[src/rtl/apb3_irq_timer.sv]
// apb3_irq_timer: APB3 programmable interval timer driving a level interrupt.
// Define APB3_IRQ_TIMER_PRESCALER_EN to build the PRESCALE register and prescaler counter.
`timescale 1ns/1ps
module apb3_irq_timer #(
  parameter int ADDR_WIDTH = 16
) (
  input  logic                  io_systemClk,
  input  logic                  io_systemReset,
  input  logic [ADDR_WIDTH-1:0] PADDR,
  input  logic                  PSEL,
  input  logic                  PENABLE,
  input  logic                  PWRITE,
  input  logic [31:0]           PWDATA,
  output logic                  PREADY,
  output logic [31:0]           PRDATA,
  output logic                  PSLVERROR,
  output logic                  irq
);

  // state | meaning
  // IDLE  | EN=0, COUNT frozen
  // RUN   | EN=1, COUNT decrements on every tick
  typedef enum logic {IDLE = 1'b0, RUN = 1'b1} state_t;

  state_t      r_state;
  state_t      w_state_nxt;
  logic        r_periodic;
  logic        r_irq_en;
  logic        r_pending;
  logic [31:0] r_load;
  logic [31:0] r_count;

  logic        w_access;
  logic        w_wr;
  logic        w_rd;
  logic [2:0]  w_idx;
  logic        w_mapped;
  logic        w_ctrl_wr;
  logic        w_start;
  logic        w_running;
  logic        w_pre_hit;
  logic        w_tick;
  logic        w_expire;
  logic [31:0] w_pre_rdata;
  logic [31:0] w_rdata;
  logic        w_unused_paddr;

  assign w_access       = PSEL & PENABLE;
  assign w_wr           = w_access & PWRITE;
  assign w_rd           = w_access & ~PWRITE;
  assign w_idx          = PADDR[4:2];
  assign w_mapped       = (w_idx <= 3'd4);
  assign w_unused_paddr = ^{PADDR[ADDR_WIDTH-1:5], PADDR[1:0]};

  assign w_ctrl_wr = w_wr & (w_idx == 3'd0);
  assign w_start   = w_ctrl_wr & PWDATA[0] & (r_state == IDLE);
  assign w_tick    = w_running & w_pre_hit;
  assign w_expire  = w_tick & (r_count == 32'd0);

  always_ff @(posedge io_systemClk or posedge io_systemReset) begin
    if (io_systemReset) r_state <= IDLE;
    else                r_state <= w_state_nxt;
  end

  // A software CTRL write overrides the one-shot self-disable on the same edge.
  always_comb begin
    w_state_nxt = r_state;
    if (w_ctrl_wr) begin
      if (PWDATA[0]) w_state_nxt = RUN;
      else           w_state_nxt = IDLE;
    end else if (w_expire && !r_periodic) begin
      w_state_nxt = IDLE;
    end
  end

  always_comb begin
    w_running = 1'b0;
    case (r_state)
      RUN:     w_running = 1'b1;
      default: w_running = 1'b0;
    endcase
  end

`ifdef APB3_IRQ_TIMER_PRESCALER_EN
  logic [15:0] r_prescale;
  logic [15:0] r_pre_cnt;

  assign w_pre_hit   = (r_pre_cnt == r_prescale);
  assign w_pre_rdata = {16'd0, r_prescale};

  always_ff @(posedge io_systemClk or posedge io_systemReset) begin
    if (io_systemReset) begin
      r_prescale <= 16'd0;
      r_pre_cnt  <= 16'd0;
    end else begin
      if (w_wr && (w_idx == 3'd4)) begin
        r_prescale <= PWDATA[15:0];
        r_pre_cnt  <= 16'd0;
      end else if (w_start) begin
        r_pre_cnt  <= 16'd0;
      end else if (w_running) begin
        r_pre_cnt  <= w_pre_hit ? 16'd0 : r_pre_cnt + 16'd1;
      end
    end
  end
`else
  assign w_pre_hit   = 1'b1;
  assign w_pre_rdata = 32'd0;
`endif

  always_ff @(posedge io_systemClk or posedge io_systemReset) begin
    if (io_systemReset) begin
      r_periodic <= 1'b0;
      r_irq_en   <= 1'b0;
      r_load     <= 32'd0;
    end else begin
      if (w_ctrl_wr) begin
        r_periodic <= PWDATA[1];
        r_irq_en   <= PWDATA[2];
      end
      if (w_wr && (w_idx == 3'd1)) r_load <= PWDATA;
    end
  end

  always_ff @(posedge io_systemClk or posedge io_systemReset) begin
    if (io_systemReset) begin
      r_count <= 32'd0;
    end else if (w_start) begin
      r_count <= r_load;
    end else if (w_tick) begin
      if (r_count != 32'd0) r_count <= r_count - 32'd1;
      else if (r_periodic)  r_count <= r_load;
      else                  r_count <= 32'd0;
    end
  end

  // Expiry has priority over a same-edge W1C so no event is lost.
  always_ff @(posedge io_systemClk or posedge io_systemReset) begin
    if (io_systemReset) begin
      r_pending <= 1'b0;
    end else if (w_expire) begin
      r_pending <= 1'b1;
    end else if (w_wr && (w_idx == 3'd3) && PWDATA[0]) begin
      r_pending <= 1'b0;
    end
  end

  always_comb begin
    w_rdata = 32'd0;
    if (w_rd) begin
      case (w_idx)
        3'd0:    w_rdata = {29'd0, r_irq_en, r_periodic, w_running};
        3'd1:    w_rdata = r_load;
        3'd2:    w_rdata = r_count;
        3'd3:    w_rdata = {31'd0, r_pending};
        3'd4:    w_rdata = w_pre_rdata;
        default: w_rdata = 32'd0;
      endcase
    end
  end

  assign PREADY    = 1'b1;
  assign PRDATA    = w_rdata;
  assign PSLVERROR = w_access & ~w_mapped;
  assign irq       = r_pending & r_irq_en;

endmodule

[config.mk]
export PLATFORM = sky130hd
export DESIGN_NAME = apb3_irq_timer
export DESIGN_NICKNAME = d
export VERILOG_FILES = /design/src/rtl/apb3_irq_timer.sv
export SDC_FILE = /design/constraint.sdc
export NUM_CORES = 1
export LEC_CHECK = 0
export CAP_MARGIN = 20
export CORE_ASPECT_RATIO = 1.75
export CORE_MARGIN = 5
export CORE_UTILIZATION = 30
export DETAILED_ROUTE_END_ITERATION = 10
export PLACE_DENSITY = 0.53
export SETUP_SLACK_MARGIN = 0.3
export SKIP_CTS_REPAIR_TIMING = 1
export SLEW_MARGIN = 20
export SYNTH_ARGS = -nofsm -noshare
export SYNTH_HDL_FRONTEND = slang
export SYNTH_SLANG_ARGS = --single-unit
[constraint.sdc]
create_clock -name io_systemClk -period 3 [get_ports io_systemClk]
set_clock_uncertainty 0.05 [all_clocks]
set_input_delay 0.45 -clock io_systemClk [delete_from_list [all_inputs] [get_ports io_systemClk]]
set_output_delay 0.45 -clock io_systemClk [all_outputs]
set_load 0.05 [all_outputs]
[Yosys cells after proc, flatten, opt, wreduce, memory -nomap -nowiden]
Cells that the tools add are included.
W data, S select, Z words.
Cells by class
  add/sub/neg operators: 1
  magnitude comparators: 1
  eq/ne operators: 3
  muxes and demuxes: 12
  bitwise gates (word level): 12
  reductions and logical operators: 11
Operator list (count)
  $mux W32: 5
  $pmux W32 S4: 1
  $logic_not A32 Y1: 1
  $reduce_bool A32 Y1: 1
  $sub A32 B1 Y32 const B: 1
  $and A1 B1 Y1: 9
  $eq A3 B2 Y1 const B: 2
  $mux W1: 6
  $reduce_bool A2 Y1: 3
  $logic_and A1 B1 Y1: 4
  $eq A3 B1 Y1 const B: 1
  $le A3 B3 Y1 const B: 1
  $logic_not A3 Y1: 1
  $not A1 Y1: 3
  $logic_not A1 Y1: 1
Word-level totals
  register bits: 68
  input port bits: 53
  output and inout port bits: 35
  word-level logic and storage cells: 46

[Depth between registers and ports, before layout]
Gate-level depths: netlist of run 1.
  word-level depth: 6
  gate-level depth with buffers: 9
  mapped depth without buffers: 7

[Worst setup path before layout of run 1]
No wires, ideal clock.
  kind: input to output
  start point: input PADDR[2]
  end point: output PRDATA[21]
  arrival: 2265 ps
  required time: 2500 ps
  slack: 235 ps
  stages: 6
  path through: buf_2 nor3b_1 clkbuf_1 clkbuf_1 a22oi_1 nor2_1
On the way
  word-level cells in the longest chain between the ends: 3
  elaborated cells on any way between the ends: 6
Ends and longest elaborated chain
  from (decl): line 9  | input logic [ADDR_WIDTH-1:0] PADDR,
  $eq A3 B2 Y1, or another cell as far along: line 151  | case (w_idx)
  $pmux W32 S4 (*): line 151
  $mux W32 (*): line 150  | if (w_rd) begin
  to (decl): line 15  | output logic [31:0] PRDATA,
Every way passes the cells marked *; elsewhere a longest branch is shown, timed or not.

[Worst setup path in the final report of run 1]
  start point: input PADDR[3]
  end point: output PRDATA[6]
The elaborated chain is that of the path after synthesis.

==> metrics.md, run 1 <==
| Metric | Value |
|---|---|
| Clock Pin Slew Worst Setup and Hold Paths | `~60 ps` |
| Worst Setup End Kind | `output pin` |
| Clock Latency Late Sink | `between 300 and 400 ps` |
| Maximum clock frequency | `384 MHz` |
| Internal cell power | `2.53 mW` |
| Post-route antenna net violation count | `0` |
| Critical path class | `input port to output pin` |
| Max Slew Vio Count | `0` |
| Layout cells sized above 1 | `between 20% and 30%` |
| Buf/Inv on CP | `4` |
| Final instance area | `between 5000 and 6000 µm²` |
| Startpoint types | `input port` |
| Synth top area share | `41.5%` |
| CTS sink count | `68` |
| Rows | `56` |
| Avg Cell Area, Syn | `9.93 µm²` |
| IO Pins | `88` |
| Worst hold slack | `approximately 430 ps` |
| Initial Utilization | `30.6%` |
| Nets | `roughly 550` |
| First drt pass iteration count | `5` |
| Max-cap violations | `0` |
| RSZ-0062 raised after global routing | `yes` |
| Async SR Flop Fraction | `100%` |
| Ant. Diodes | `0` |
| CP dominant cell by count | `buf_12` |
| Synthesized cell area | `a little over 4000 µm²` |
| Logic pwr share | `between 20 and 30%` |
| #FFs+latches synth | `between 60 and 70` |
| Final Critical Period | `between 2000 and 3000 ps` |
| Seq pwr share | `a little under two fifths` |
| Area growth syn-to-layout | `43.9%` |
| Sw Ratio | `33.5%` |
| Pin count of the biggest net entering global routing | `33` |
| Relative slew slack | `about 60%` |
| CP Data Required Time | `~2500 ps` |
| CTS Buf Count | `9` |
| Mapped Cells | `about 410` |
| Routed len/inst | `19.3 µm` |
| Placed insts | `approximately 660` |
| Worst path max stage delay | `between 500 and 600 ps` |
| Part of the power in the clock network | `between 30% and 40%` |
| Die W | `98.4 µm` |
| Worst-Margin Slew | `609 ps` |
| Core Util, Final | `between 40% and 50%` |
| Final setup viols | `0` |
| Vias per cell | `5.44` |
| GRT Util Overall | `approximately 17%` |
| CTS root buffer | `clkbuf_16` |
| # port buffers | `73` |
| Crit-path cells | `clkdlybuf4s50_1 > buf_4 > nor3b_2 > buf_12 > a22oi_1 > nor2_1 > buf_12` |
| CTS tree | `done` |
| Drt initial violations | `roughly 220` |
| Crit path max-delay cell type | `clkdlybuf4s50_1` |
| DRC errors left | `0` |
| Post-synth EDFFs | `0` |
| Total core area | `about 13,000 µm²` |
| Routed WL | `13,000 µm` |
| Routability congestion estimate | `about 0.87` |
| P_leak | `about 2.4 nW` |
| Placed cell area | `between 5000 and 6000 µm²` |
| Synth Flop Type | `dfrtp_1` |
| Post-DP HPWL | `just under 10,000 µm` |
| Vias in the first global route | `between 3,000 and 4,000` |
| Final period util | `86.8%` |
| Setup_tns | `0 ps` |
| Detailed-route via count | `3,671` |
| Die Span Y | `~160 µm` |
| Max VDD drop | `between 0.3 and 0.4 mV` |
| Clock buffer depth | `2` |
| CP top delay family | `buffers and inverters` |
| Psw | `1.28 mW` |
| Area of the die | `around 16,000 µm²` |
| Critical Path AT | `around 2100 ps` |
| Remaining Overflow, GRT | `0` |
| Post-synthesis sequential area ratio | `between 40 and 50%` |
| Synth top area cells | `dfrtp_1 (42%), mux2_2 (8.5%), a22oi_1 (5.5%)` |
| Reg2Reg Setup Slack | `between 500 and 600 ps` |
| Power per standard cell area | `about 650 nW/µm²` |
| Synth area leader | `dfrtp_1` |
| Non-filler instance count after layout | `675` |
| Hold Path Class | `input port to asynchronous set/reset pin` |
| Post-synth net total | `468` |
| Initial antenna violation count | `0` |
| Status | `finished, final reports clean` |
| Yosys Warn Count | `0` |
| H-Tree Depth | `3` |
| Max FO, Critical Path | `29` |
| Hold Fails Final Rpt | `0` |
| First-pass GRT wire length | `~21,000 µm` |
| Synth cell types | `between 60 and 70` |
## layer usage
metal  global-route usage, %  up-vias  wire [µm]
met5                       0        -          0
met4                    6.09        0        309
met3                    2.92       20        452
met2                    31.5       96       7340
met1                    18.3     1834       4950
li1                        -     1721          -
## state kept, by name, summed over array words and instances, names as in the netlist
signal / flops
r_load: 32
r_irq_en: 1
r_state: 1
r_pending: 1
r_periodic: 1
r_count: 32
## cells in the final DEF (no fill, tap or decap), types with 6 or more instances in the layout
master,count
nor2_2,23
a221o_1,12
clkdlybuf4s50_1,40
dfrtp_1,68
a22oi_1,30
nand2_1,26
mux2_2,31
xor2_1,6
o21ai_0,12
buf_4,30
nor2_1,32
nor4_1,7
nand3_1,10
buf_12,34
nor3_1,11
clkbuf_16,9
## synth_stat cells, types with 4 or more instances
| library cell | instances |
|---|---|
| a221o_1 | 12 |
| inv_1 | 6 |
| dfrtp_1 | 68 |
| a22o_1 | 5 |
| nand4_1 | 5 |
| mux2i_1 | 4 |
| or3_1 | 4 |
| o21ai_0 | 12 |
| buf_2 | 8 |
| nor4_1 | 7 |
| mux2_2 | 31 |
| a211o_1 | 5 |
| a22oi_1 | 30 |
| xnor2_1 | 5 |
| o311ai_0 | 5 |
| nor2_1 | 55 |
| nor3_1 | 11 |
| xor2_1 | 6 |
| a21oi_1 | 4 |
| clkbuf_1 | 17 |
| nand3_1 | 10 |
| nand2_1 | 26 |
## power groups by stage
stage          Combinational, mW  Clock (mW)  Sequential [mW]
2_1_floorplan              0.773           0             1.34
3_3_place_gp                1.05           0             1.44
3_5_place_dp                1.07           0             1.45
4_1_cts                     1.08        1.33             1.43
6_report                    1.07        1.31             1.43
5_1_grt                     1.18        1.37             1.47
## worst register-to-register path, cell delays in order (launching register included)
cell and delay (ps):
dfrtp_1 420, nor4_1 580, nand3_1 400, o31ai_4 530, nor2_1 100, a221o_1 270
## cell families after synthesis
group | share of synthesized area [%]
AND/OR/NAND/NOR | 20.8
AO/OA/AOI/OAI | 19.4
flip-flops | 41.5
multiplexers | 10.9
buffers and inverters | 4.39
XOR/XNOR | 2.35
adder cells (fa/ha/maj) | 0.610
other | 0.0915
## metrics by stage
| stage | power, mW | setup slack, ps |
|---|---|---|
| floorplan | 2.12 | 449 |
| global placement | 2.49 | 242 |
| detailed placement | 2.52 | 195 |
| CTS | 3.83 | 368 |
| global route | 4.02 | 296 |
| finish | 3.81 | 395 |
## worst paths after layout
kind / start / to / depth (start not counted)
worst max-delay path: PADDR[3] / PRDATA[6] / 7
worst min-delay path: io_systemReset / r_load[28] / 2
worst max register to register: r_count[24] / r_count[10] / 5
worst min register to register: r_load[6] / r_count[6] / 1
max in group asynchronous: io_systemReset / r_state / 3
min in group io_systemClk: r_load[6] / r_count[6] / 1
## area by class of cell
cell class / instances / area [µm²]
well taps: 174 / 218
clock buffers: 9 / 225
inverters: 6 / 22.5
repair buffers: 104 / 1310
fillers: 1296 / 7480
multi-input cells: 307 / 2290
clock inverters: 7 / 139
flip-flops and latches: 68 / 1700
(Power assumes the default switching activity.)
==> run 2, diff against run 1 <==
--- a/config.mk
+++ b/config.mk
@@ -7,7 +7,6 @@
 export LEC_CHECK = 0
 export CAP_MARGIN = 20
 export CORE_ASPECT_RATIO = 1.75
-export CORE_MARGIN = 5
 export CORE_UTILIZATION = 30
 export DETAILED_ROUTE_END_ITERATION = 10
 export PLACE_DENSITY = 0.53
==> run 2 against run 1 <==
Effect of this change:
- via count is 1.1% lower
- sequential power is essentially flat
- sequential share of layout area increased by 0.26 points
- final area is 0.89% lower
- combinational power about the same
- clock power is 8% lower
- setup slack improved by 39 ps
- maximum frequency rose by 1.5%
- wire length down 3.7%
- count of clock-buffer cells in the layout unchanged
==> metrics.md, run 2 (same netlist as run 1, synthesis figures left out) <==
| Metric | Value |
|---|---|
| Core Util, Final | `43.7% (was 44.1%)` |
| Final Critical Period | `2570 ps (was 2600 ps)` |
| Max FO, Critical Path | `16 (was 29)` |
| CP Data Required Time | `2500 ps (about the same)` |
| Power per standard cell area | `637 nW/µm² (was 646 nW/µm²)` |
| Vias in the first global route | `3,879 (was 3,956)` |
| P_leak | `2.33 nW (was 2.35 nW)` |
| Top flop regs | `r_count x32, r_load x32 (unchanged)` |
| RSZ-0062 raised after global routing | `no (was yes)` |
| Status | `finished, final reports clean (unchanged)` |
| Routability congestion estimate | `0.878 (was 0.873)` |
| Detailed-route via count | `3,632 (was 3,671)` |
| # port buffers | `73 (unchanged)` |
| Hold Path Class | `input port to asynchronous set/reset pin (unchanged)` |
| Routed len/inst | `18.7 µm (was 19.3 µm)` |
| Area growth syn-to-layout | `42.6% (was 43.9%)` |
| Post-route antenna net violation count | `0 (unchanged)` |
| Max Slew Vio Count | `0 (unchanged)` |
| Layout cells sized above 1 | `27.1% (was 29.9%)` |
| Vias per cell | `5.40 (was 5.44)` |
| Worst Setup End Kind | `output pin (unchanged)` |
| Total core area | `13,400 µm² (unchanged)` |
| Clock buffer depth | `2 (unchanged)` |
| Initial antenna violation count | `0 (unchanged)` |
| GRT Util Overall | `18.5% (was 16.7%)` |
| Die Span Y | `157 µm (was 165 µm)` |
| CTS Buf Count | `9 (unchanged)` |
| Setup_tns | `0 ps (unchanged)` |
| DRC errors left | `0 (unchanged)` |
| Clock Latency Late Sink | `340 ps (was 330 ps)` |
| Nets | `548 (was 551)` |
| Ant. Diodes | `0 (unchanged)` |
| Final setup viols | `0 (unchanged)` |
| CTS sink count | `68 (unchanged)` |
| First-pass GRT wire length | `20,300 µm (was 21,200 µm)` |
| H-Tree Depth | `3 (unchanged)` |
| Remaining Overflow, GRT | `0 (unchanged)` |
| First drt pass iteration count | `4 (was 5)` |
| Most common cell after layout, fill and taps aside | `dfrtp_1 (unchanged)` |
| Hold Fails Final Rpt | `0 (unchanged)` |
| Critical path class | `input port to output pin (unchanged)` |
| Pin count of the biggest net entering global routing | `33 (unchanged)` |
| Max-cap violations | `0 (unchanged)` |
| Post-DP HPWL | `9230 µm (was 9790 µm)` |
| Drt initial violations | `202 (was 222)` |
| Die W | `90.4 µm (was 98.4 µm)` |
| Startpoint types | `input port (unchanged)` |
| Routed WL | `12,600 µm (was 13,000 µm)` |
| Clock Pin Slew Worst Setup and Hold Paths | `60 ps (about the same)` |
| Worst-Margin Slew | `614 ps (was 609 ps)` |
| Rows | `56 (unchanged)` |
| IO Pins | `88 (unchanged)` |
| Initial Utilization | `30.6% (unchanged)` |
| Fill cells | `1,298 (was 1,296)` |
| CTS root buffer | `clkbuf_16 (unchanged)` |
| Relative slew slack | `59.0% (about the same)` |
| Max VDD drop | `0.313 mV (was 0.358 mV)` |
| Commonest non-fill, non-tap cells in the layout | `dfrtp_1 (68), nor2_1 (45), clkdlybuf4s50_1 (40) (was dfrtp_1 (68), clkdlybuf4s50_1 (40), buf_12 (34))` |
| Maximum clock frequency | `390 MHz (was 384 MHz)` |
| Final period util | `85.5% (was 86.8%)` |
| Critical Path AT | `2070 ps (was 2100 ps)` |
| Area of the die | `14,200 µm² (was 16,200 µm²)` |
| CTS tree | `done (unchanged)` |
run 2: cell types whose count changed in the layout (fill, tap and decap cells not counted), moves of 2 or more:
cell | previous run | this run
nor2_1 | 32 | 45
nor2_2 | 23 | 10
buf_4 | 30 | 26
clkinvlp_4 | 0 | 2
run 2: area by class of cell:
cell class | count | area, µm² | share of cell area, %
sequential | 68 | 1700 | 29.1
inverter | 6 | 22.5 | 0.385
timing repair buffer | 101 | 1300 | 22.2
multi-input combinational | 307 | 2270 | 38.8
tap | 174 | 218 | 3.72
clock buffer | 9 | 225 | 3.85
clock inverter | 7 | 115 | 1.97
run 2: worst paths after layout:
path / startpoint / to / slack [ps] / cells after the start
min in group io_systemClk: r_load[22] / r_count[22] / 470 / 1
max in group asynchronous: io_systemReset / r_load[14] / 1760 / 3
worst max-delay path: PSEL / PRDATA[8] / 430 / 6
worst min-delay path: io_systemReset / r_load[27] / 390 / 2
worst max register to register: r_count[0] / r_count[11] / 500 / 7
worst min register to register: r_load[22] / r_count[22] / 470 / 1
run 2: critical path, cell delays in order:
cell and delay [ps]:
clkdlybuf4s50_1 530, nand2_1 80, or3_1 350, buf_4 220, nor2_1 250, buf_12 170
run 2: metrics by stage:
step | total power [mW] | cells | instance area [µm²] | hold WS [ps] | setup WS [ps]
floorplan | 2.12 | 413 | 4130 | 418 | 449
global placement | 2.48 | 656 | 5490 | 447 | 262
detailed placement | 2.51 | 656 | 5490 | 457 | 243
CTS | 3.74 | 672 | 5830 | 404 | 436
global route | 3.93 | 672 | 5850 | 446 | 326
finish | 3.72 | 672 | 5850 | 395 | 434
run 2: power breakdown:
| group | switching [mW] | total (mW) | internal (mW) |
|---|---|---|---|
| clock | 0.404 | 1.21 | 0.808 |
| sequential | 0.306 | 1.43 | 1.13 |
| combinational | 0.564 | 1.08 | 0.513 |
| total | 1.27 | 3.72 | 2.45 |
run 2: layer usage:
| metal | vias to the layer above | share of wire (%) | wire length (µm) | GRT usage, % |
|---|---|---|---|---|
| met3 | 15 | 3.0 | 381 | 3.35 |
| met5 | - | 0 | 0 | 0 |
| met1 | 1821 | 39 | 4850 | 20.1 |
| met4 | 0 | 1.9 | 241 | 5.99 |
| li1 | 1721 | - | - | - |
| met2 | 75 | 56 | 7090 | 35.6 |
==> run 3, diff against run 2 <==
==> constraint.sdc (replaced) <==
create_clock -name io_systemClk -period 3 [get_ports io_systemClk]
set_clock_uncertainty 0.05 [all_clocks]
set_input_delay 0.6 -clock io_systemClk [delete_from_list [all_inputs] [get_ports io_systemClk]]
set_output_delay 0.6 -clock io_systemClk [all_outputs]
set_load 0.05 [all_outputs]
==> run 3 against run 2 <==
Effect of this change:
- wire length is 8.8% higher
- via count grew 2.9%
- setup slack got worse by 13 ps
- non-clock buffer count is 8 higher
- total power shrank 3.7%
- die area unchanged
- combinational power grew 6%
- final area increased by 6.5%
- sequential power about the same
- worst hold slack improved by 69 ps
- global-route usage rose by 0.070 points
- critical path type is now flop to flop
- largest power group unchanged
- highest routed layer unchanged
==> metrics.md, run 3 (same netlist as run 1, synthesis figures left out) <==
| Metric | Value |
|---|---|
| Pin count of the biggest net entering global routing | `58 (was 33)` |
| Top flop regs | `r_count x32, r_load x32 (unchanged)` |
| CTS sink count | `68 (unchanged)` |
| Die Span Y | `157 µm (unchanged)` |
| Vias in the first global route | `3,717 (was 3,879)` |
| Routed len/inst | `20.1 µm (was 18.7 µm)` |
| IO Pins | `88 (unchanged)` |
| P_leak | `2.46 nW (was 2.33 nW)` |
| Clock Pin Slew Worst Setup and Hold Paths | `60 ps (about the same)` |
| Startpoint types | `flop (was input port)` |
| CTS tree | `done (unchanged)` |
| Power per standard cell area | `576 nW/µm² (was 637 nW/µm²)` |
| Area of the die | `14,200 µm² (unchanged)` |
| Rows | `56 (unchanged)` |
| Routed met2 length | `7540 µm (was 7090 µm)` |
| Remaining Overflow, GRT | `0 (unchanged)` |
| GRT Util Overall | `18.6% (was 18.5%)` |
| Clock Latency Late Sink | `340 ps (about the same)` |
| H-Tree Depth | `3 (unchanged)` |
| Final Critical Period | `2580 ps (was 2570 ps)` |
| Routability congestion estimate | `0.854 (was 0.878)` |
| Hold Fails Final Rpt | `0 (unchanged)` |
| Routed WL | `13,700 µm (was 12,600 µm)` |
| Total core area | `13,400 µm² (unchanged)` |
| Worst-Margin Slew | `607 ps (was 614 ps)` |
| Worst hold slack | `463 ps (was 395 ps)` |
| Area growth syn-to-layout | `51.8% (was 42.6%)` |
| Setup_tns | `0 ps (unchanged)` |
| First-pass GRT wire length | `20,100 µm (was 20,300 µm)` |
| Nets | `556 (was 548)` |
| RSZ-0062 raised after global routing | `no (unchanged)` |
| Final setup viols | `0 (unchanged)` |
| Hold Path Class | `input port to asynchronous set/reset pin (unchanged)` |
| FF-to-FF path depth | `5 (was 7)` |
| WL met3 | `512 µm (was 381 µm)` |
| Maximum clock frequency | `388 MHz (was 390 MHz)` |
| Post-route antenna net violation count | `0 (unchanged)` |
| DRT met1 WL | `5290 µm (was 4850 µm)` |
| Worst reg2reg path startpoint | `r_count[24] (was r_count[0])` |
| Status | `finished, final reports clean (unchanged)` |
| Reg2Reg Setup Slack | `420 ps (was 500 ps)` |
| DRC errors left | `0 (unchanged)` |
| Final period util | `86.0% (was 85.5%)` |
| Detailed-route via count | `3,737 (was 3,632)` |
| CTS Buf Count | `9 (unchanged)` |
| Layout cells sized above 1 | `34.0% (was 27.1%)` |
| CTS root buffer | `clkbuf_16 (unchanged)` |
| # port buffers | `73 (unchanged)` |
| Max Slew Vio Count | `0 (unchanged)` |
| Worst reg2reg endpoint | `r_count[11] (unchanged)` |
| Clock buffer depth | `2 (unchanged)` |
| Relative slew slack | `59.2% (was 59.0%)` |
| Final instance area | `6230 µm² (was 5850 µm²)` |
| Placed cell area | `5640 µm² (was 5490 µm²)` |
| Most common cell after layout, fill and taps aside | `dfrtp_1 (unchanged)` |
| Drt initial violations | `224 (was 202)` |
| Vias per cell | `5.50 (was 5.40)` |
| Fill cells | `1,248 (was 1,298)` |
| CP Data Required Time | `3170 ps (was 2500 ps)` |
| Worst Setup End Kind | `flop (was output pin)` |
| Max FO, Critical Path | `8 (was 16)` |
| Max layer used | `met4 (unchanged)` |
| Placed insts | `658 (was 656)` |
| Ant. Diodes | `0 (unchanged)` |
| Initial Utilization | `30.6% (unchanged)` |
| Post-DP HPWL | `9350 µm (was 9230 µm)` |
| Critical path class | `flop to flop (was input port to output pin)` |
| Max-cap violations | `0 (unchanged)` |
| Critical Path AT | `2750 ps (was 2070 ps)` |
| Initial antenna violation count | `0 (unchanged)` |
| PnR Total Power | `3.59 mW (was 3.72 mW)` |
| Non-filler instance count after layout | `680 (was 672)` |
| Worst setup path start | `r_count[24] (was PSEL)` |
| Commonest non-fill, non-tap cells in the layout | `dfrtp_1 (68), buf_12 (38), clkdlybuf4s50_1 (34) (was dfrtp_1 (68), nor2_1 (45), clkdlybuf4s50_1 (40))` |
| Die W | `90.4 µm (unchanged)` |
| Max VDD drop | `0.290 mV (was 0.313 mV)` |
| First drt pass iteration count | `5 (was 4)` |
-- run 3: changes by cell type in the layout (fill, tap and decap cells not counted), sizes merged --
| cell | previous run | this run |
|---|---|---|
| buf | 61 | 65 |
| bufinv | 3 | 0 |
| clkbuf | 9 | 14 |
| clkdlybuf4s50 | 40 | 34 |
| clkinv | 2 | 3 |
| dlymetal6s2s | 0 | 6 |
| inv | 6 | 7 |
-- run 3: final cells by class --
class	count	area, µm²	share of cell area (%)
clock buffer	10	239	3.84
sequential	68	1700	27.3
clock inverter	6	38.8	0.623
tap	174	218	3.50
timing repair buffer	109	1500	24.1
multi-input combinational	307	2510	40.3
inverter	6	22.5	0.362
-- run 3: report_power, final --
part | internal [mW] | switching, mW | total (mW)
clock | 0.580 | 0.417 | 0.997
sequential | 1.13 | 0.320 | 1.45
combinational | 0.537 | 0.605 | 1.14
-- run 3: how the worst max path moves through the flow --
stage | end | cells past startpoint
detailed placement | PRDATA[16] | 6
floorplan | PRDATA[1] | 4
CTS | PRDATA[16] | 6
global placement | PRDATA[14] | 6
finish | r_count[11] | 5
global route | r_count[11] | 5
-- run 3: routing by layer --
layer	vias to the layer above	track usage [%]
met5	-	0
met4	0	8.83
met3	16	2.72
met2	104	34.8
met1	1880	20.3
li1	1737	-
-- run 3: critical path, stage by stage, from the launching register on --
cell and delay, ps:
dfrtp_1 440, nor4_1 590, nand3_1 400, o31ai_4 600
nor2_1 100, a221o_1 270
-- run 3: through the flow --
step	setup slack (ps)	utilization [%]
after detailed placement	68.7	42.2
after floorplan	280	-
after global placement	78.4	42.2
after CTS	66.3	44.2
after global routing	313	46.5
final	421	46.5
